### config.mk
export PLATFORM = sky130hd
export DESIGN_NAME = dcache_miss_fsm
export DESIGN_NICKNAME = d
export VERILOG_FILES = /design/src/rtl/cache_pkg.sv /design/src/rtl/burst_counter.sv /design/src/rtl/dcache_miss_fsm.sv
export SDC_FILE = /design/constraint.sdc
export NUM_CORES = 1
export LEC_CHECK = 0
export CELL_PAD_IN_SITES_DETAIL_PLACEMENT = 1
export CELL_PAD_IN_SITES_GLOBAL_PLACEMENT = 1
export CORE_ASPECT_RATIO = 1.75
export CORE_MARGIN = 3
export CORE_UTILIZATION = 26
export DETAILED_ROUTE_END_ITERATION = 8
export PLACE_DENSITY_LB_ADDON = 0.1
export SYNTH_ARGS = -nofsm -noshare
export SYNTH_HDL_FRONTEND = slang
export SYNTH_SLANG_ARGS = --single-unit
### constraint.sdc
create_clock -name clk -period 1.61 [get_ports clk]
set_clock_uncertainty 0.1 [all_clocks]
set_input_delay 0.322 -clock clk [delete_from_list [all_inputs] [get_ports clk]]
set_output_delay 0.322 -clock clk [all_outputs]
set_load 0.01 [all_outputs]
### src/rtl/cache_pkg.sv
// rtl/cache_pkg.sv - shared types and defaults for the L1 data-cache miss controller
package cache_pkg;

  typedef enum logic [2:0] {
    ST_IDLE,
    ST_WB_REQ,
    ST_WB_DATA,
    ST_RF_REQ,
    ST_RF_DATA,
    ST_DONE
  } dcache_state_t;

  localparam int DEF_ADDR_W      = 32;
  localparam int DEF_WORD_W      = 32;
  localparam int DEF_BLOCK_WORDS = 16;

  function automatic int word_idx_w(input int block_words);
    return $clog2(block_words);
  endfunction

endpackage

### src/rtl/burst_counter.sv
// rtl/burst_counter.sv - beat counter for cache-line bursts with clear, increment and last-beat flag
module burst_counter #(
  parameter int W = 4
) (
  input  logic         clk,
  input  logic         rstn,
  input  logic         i_clear,
  input  logic         i_inc,
  output logic [W-1:0] o_cnt,
  output logic         o_last
);

  logic [W-1:0] r_cnt;

  // Line size is a power of two, so natural wrap keeps the count inside the line.
  always_ff @(posedge clk) begin
    if (!rstn || i_clear) begin
      r_cnt <= '0;
    end else if (i_inc) begin
      r_cnt <= r_cnt + 1'b1;
    end
  end

  assign o_cnt  = r_cnt;
  assign o_last = &r_cnt;

endmodule

### src/rtl/dcache_miss_fsm.sv
// rtl/dcache_miss_fsm.sv - write-back D-cache miss FSM: stall, victim writeback, line refill (DCACHE_PERF_CNT_EN adds miss/wb counters)
module dcache_miss_fsm
  import cache_pkg::*;
#(
  parameter int ADDR_W      = DEF_ADDR_W,
  parameter int WORD_W      = DEF_WORD_W,
  parameter int BLOCK_WORDS = DEF_BLOCK_WORDS
) (
  input  logic                           clk,
  input  logic                           rstn,
  input  logic                           i_access,
  input  logic                           i_hit,
  input  logic                           i_dirty,
  input  logic [ADDR_W-1:0]              i_addr,
  input  logic [ADDR_W-1:0]              i_victim_tag,
  input  logic [WORD_W-1:0]              i_victim_word,
  output logic                           o_stall_d,
  output logic [$clog2(BLOCK_WORDS)-1:0] o_word_idx,
  output logic                           o_fill_we,
  output logic                           o_fill_done,
  output logic                           o_mem_req,
  output logic                           o_mem_we,
  output logic [ADDR_W-1:0]              o_mem_addr,
  input  logic                           i_mem_req_rdy,
  output logic                           o_mem_wvalid,
  output logic [WORD_W-1:0]              o_mem_wdata,
  input  logic                           i_mem_wready,
`ifdef DCACHE_PERF_CNT_EN
  output logic [63:0]                    o_miss_cnt,
  output logic [63:0]                    o_wb_cnt,
`endif
  input  logic                           i_mem_rvalid,
  input  logic [WORD_W-1:0]              i_mem_rdata
);

  localparam int OFFSET_W = $clog2(BLOCK_WORDS * WORD_W / 8);
  localparam int IDX_W    = word_idx_w(BLOCK_WORDS);

  dcache_state_t     r_state;
  logic [ADDR_W-1:0] r_miss_line;
  logic [ADDR_W-1:0] r_victim_base;

  logic              w_miss;
  logic              w_cnt_clr;
  logic              w_cnt_inc;
  logic              w_cnt_last;
  logic [IDX_W-1:0]  w_cnt;
  logic              w_unused;

  assign w_miss = i_access & ~i_hit;

  assign w_cnt_clr = ((r_state == ST_WB_REQ) || (r_state == ST_RF_REQ)) && i_mem_req_rdy;
  assign w_cnt_inc = ((r_state == ST_WB_DATA) && i_mem_wready) ||
                     ((r_state == ST_RF_DATA) && i_mem_rvalid);

  burst_counter #(.W(IDX_W)) u_beat_cnt (
    .clk    (clk),
    .rstn   (rstn),
    .i_clear(w_cnt_clr),
    .i_inc  (w_cnt_inc),
    .o_cnt  (w_cnt),
    .o_last (w_cnt_last)
  );

  always_ff @(posedge clk) begin
    if (!rstn) begin
      r_state       <= ST_IDLE;
      r_miss_line   <= '0;
      r_victim_base <= '0;
    end else begin
      case (r_state)
        ST_IDLE: begin
          // Capture both addresses now; the MEM-stage address may move while stalled.
          if (w_miss) begin
            r_miss_line   <= {i_addr[ADDR_W-1:OFFSET_W], {OFFSET_W{1'b0}}};
            r_victim_base <= i_victim_tag;
            r_state       <= i_dirty ? ST_WB_REQ : ST_RF_REQ;
          end
        end
        ST_WB_REQ:  if (i_mem_req_rdy) r_state <= ST_WB_DATA;
        ST_WB_DATA: if (i_mem_wready && w_cnt_last) r_state <= ST_RF_REQ;
        ST_RF_REQ:  if (i_mem_req_rdy) r_state <= ST_RF_DATA;
        ST_RF_DATA: if (i_mem_rvalid && w_cnt_last) r_state <= ST_DONE;
        ST_DONE:    r_state <= ST_IDLE;
        default:    r_state <= ST_IDLE;
      endcase
    end
  end

`ifdef DCACHE_PERF_CNT_EN
  logic [63:0] r_miss_cnt;
  logic [63:0] r_wb_cnt;

  always_ff @(posedge clk) begin
    if (!rstn) begin
      r_miss_cnt <= '0;
      r_wb_cnt   <= '0;
    end else if ((r_state == ST_IDLE) && w_miss) begin
      r_miss_cnt <= r_miss_cnt + 64'd1;
      if (i_dirty) r_wb_cnt <= r_wb_cnt + 64'd1;
    end
  end

  assign o_miss_cnt = r_miss_cnt;
  assign o_wb_cnt   = r_wb_cnt;
`endif

  assign o_stall_d    = (r_state != ST_IDLE) || w_miss;
  assign o_word_idx   = w_cnt;
  assign o_fill_we    = (r_state == ST_RF_DATA) && i_mem_rvalid;
  assign o_fill_done  = (r_state == ST_DONE);
  assign o_mem_req    = (r_state == ST_WB_REQ) || (r_state == ST_RF_REQ);
  assign o_mem_we     = (r_state == ST_WB_REQ);
  assign o_mem_wvalid = (r_state == ST_WB_DATA);
  assign o_mem_wdata  = o_mem_wvalid ? i_victim_word : '0;
  assign o_mem_addr   = (r_state == ST_WB_REQ) ? r_victim_base :
                        (r_state == ST_RF_REQ) ? r_miss_line   : '0;

  // Byte offset and refill data are consumed by the cache array, not by this controller.
  assign w_unused = ^{i_addr[OFFSET_W-1:0], i_mem_rdata};

endmodule

==> results.tsv <==
metric	value	unit
CTS Hold Bufs	0	
reg-to-reg setup timing slack	-0.20	ns
fin cells	800	
syn avg cell area	8.284	um2
Design Power	0.009706	W
Setup CP Type	reg -> out	
failing checks	negative setup slack	
fmax	0.5219	GHz
IO Port Bufs	171	
routed length per instance	18.53	um
Power Density	1458	nW/um2
Worst setup startpoint	r_state[1]	
worst hold slack	0.2804	ns
Die Wd	94.17	um
I/O pins	210	
Die Ht	160.3	um
fin crit share	1.190	
Critical-path top delay cell	dfxtp_4	
Synth top area share	0.3679	
initial core utilization	0.2691	
syn_nets	564	
Post-synth EDFFs	0	
top_reg_cell synth	dfxtp_1	
crit-path cells	and2b_2 > buf_12 > buf_16 > and3_4 > buf_6	
Seq/Total Area, Yosys	0.3679	
Critical Path Stages	5	
Worst Setup EP	o_mem_wdata[12]	
status	complete, but fails checks	
# H-tree levels	3	
Hold WC Path Type	in -> reg	
Critical R2R Capture	r_victim_base[24]	
Max Fanout on Critical Path	8	
largest cells by area after synthesis	dfxtp_1 37%, nand3_1 9.1%, mux2i_1 7.9%	
GP Congestion	0.7086	
Vias	4027	
#FFs+latches synth	65	
count of mapped cells out of synthesis	427	
VDD IR-drop max	0.7020	mV
initial antenna violation count	0	
Synth area leader	dfxtp_1	
GRT overflow	0	
Synth cell types	40	
clk slew on worst S/H paths	0.05	ns
core area	13140	um2
FFs w/ async S/R, synth	0	
YS warnings	0	
CTS tree	yes	
headroom to the max-slew limit	0.5312	
setup TNS	-22.77	ns
WP data arrival	1.49	ns
Net count, final	761	
vias in the first global route	4382	
share of layout cells above drive strength 1	0.4022	
fin. max-slew vios	0	
max_cap viols	0	
dpl ws	-0.3912	ns
RSZ-0062 raised after global routing	true	
min Tclk post-route	1.916	ns
Core Rows	55	
first-pass GRT wire length	23450	um
Syn Std Cell Area	3537	um2
CP Data Required Time	1.19	ns
CP delay by family, top	simple AND/OR/NAND/NOR gates	
1st-pass router iterations	4	
slack of the critical path	-0.3062	ns
worst r2r src	r_state[2]	
Remaining DRCs	0	
Routed WL	14830	um
Area Growth Syn to Fin	88.19	%
CP Launch Type	flop	
DR vias/cell	5.034	
crit-path max cell delay	0.37	ns
maximum clock path buffer count	2	
worst skew pair latency	0.33	ns
Post-DRT Antenna Nets	0	
clock sinks	65	
CTS root buf	clkbuf_16	
largest net degree at the start of global routing	59	
CP Buf/Inv Count	3	
Worst Reg-to-Reg Cells	8	
Lkg Pwr	2.603	nW
# diodes	0	
Crit. End Element	primary output	
cts bufs inserted	9	
Final setup viols	129	
slew of the pin with the lowest slew margin	0.7032	ns
DP Cell Count	755	
most frequent cell after synthesis	dfxtp_1	
die area	15100	um2
Layout fillers	1485	
Iter 0 DRT Violations	172	
post-DP HPWL	9482	um
Final Hold Vio Count	0	
top cell types by occurrence after synthesis	65 x dfxtp_1, 64 x nand3_1, 38 x o21ai_0	
overall global routing resource usage	0.1974	
layout make-up:
class | instances | area [um2] | area share
clock buffers | 14 | 274.0 | 0.04117
clock inverters | 2 | 35.03 | 0.005263
inverters | 4 | 17.52 | 0.002632
multi-input cells | 311 | 2442 | 0.3669
flip-flops and latches | 65 | 1313 | 0.1972
well taps | 171 | 214.0 | 0.03214
repair buffers | 233 | 2361 | 0.3547
worst min-delay path by stage:
stage,endpoint,startpoint,cells after the start
final,r_miss_line[29],rstn,2
after floorplan,r_victim_base[27],r_victim_base[27],2
after CTS,r_miss_line[29],rstn,2
after global placement,r_victim_base[28],r_victim_base[28],2
after detailed placement,r_miss_line[15],r_miss_line[15],2
after global routing,r_miss_line[29],rstn,2
logic make-up (layout without fill, tap and decap cells):
kind of cell	Yosys count	count (layout)	share of synthesized area
mux	28	28	0.07924
flops	65	65	0.3679
compound gates	129	129	0.2324
simple gates	152	152	0.2398
buf+inv	51	253	0.07428
fa+ha+maj	2	2	0.006367
power breakdown:
part / internal (W) / switching [W] / total [W]
combinational: 0.00298 / 0.00271 / 0.00569
clock: 0.00132 / 0.000685 / 0.00201
sequential: 0.00182 / 0.000185 / 0.00201
total: 0.00612 / 0.00358 / 0.00971
layout by cell type (no fill, tap or decap), types with 2 or more instances in the layout:
cell and n:
nand3b_1 3, and3_4 21, o21ai_4 7, buf_2 48
a21oi_1 3, buf_16 8, buf_8 4, nand3_1 64
inv_1 3, nand2b_1 2, mux2i_2 3, clkbuf_8 4
a21boi_2 4, clkbuf_16 10, dlygate4sd2_1 4, o21ai_2 51
and3_1 11, and2_4 2, nor2_1 26, nor3_4 2
nand2b_4 3, dfxtp_4 3, buf_4 24, buf_12 11
mux2i_1 24, and2_1 5, buf_6 36, clkdlybuf4s50_1 96
dfxtp_1 62, nand2_1 3, a21boi_1 55, clkbuf_1 2
registers in the layout, summed over array words and instances, names as in the netlist:
signal and count:
r_miss_line 26, r_state 3, u_beat_cnt.o_cnt 4, r_victim_base 32
what timing repair did:
action / in CTS / in global routing
gates cloned: 10 / 1
resized for setup: 491 / 39
endpoints found under the setup margin: 134 / 133
pin swaps: 51 / 43
setup buffers: 20 / 2
metal layers:
layer  up-vias  part of all wire  GRT usage
met5         -                 0          0
met4         0             0.017    0.06509
met3        18             0.051    0.04358
met2       114              0.56     0.3668
met1      1965              0.38     0.2156
li1       1930                 -          -
metrics by stage:
stage                       util  cell area, um2
after CTS                 0.4971            6534
final                     0.5064            6656
after global placement    0.4232            5563
after floorplan                -            3543
after detailed placement  0.4232            5563
after global routing      0.5064            6656
(Power assumes the default switching activity.)
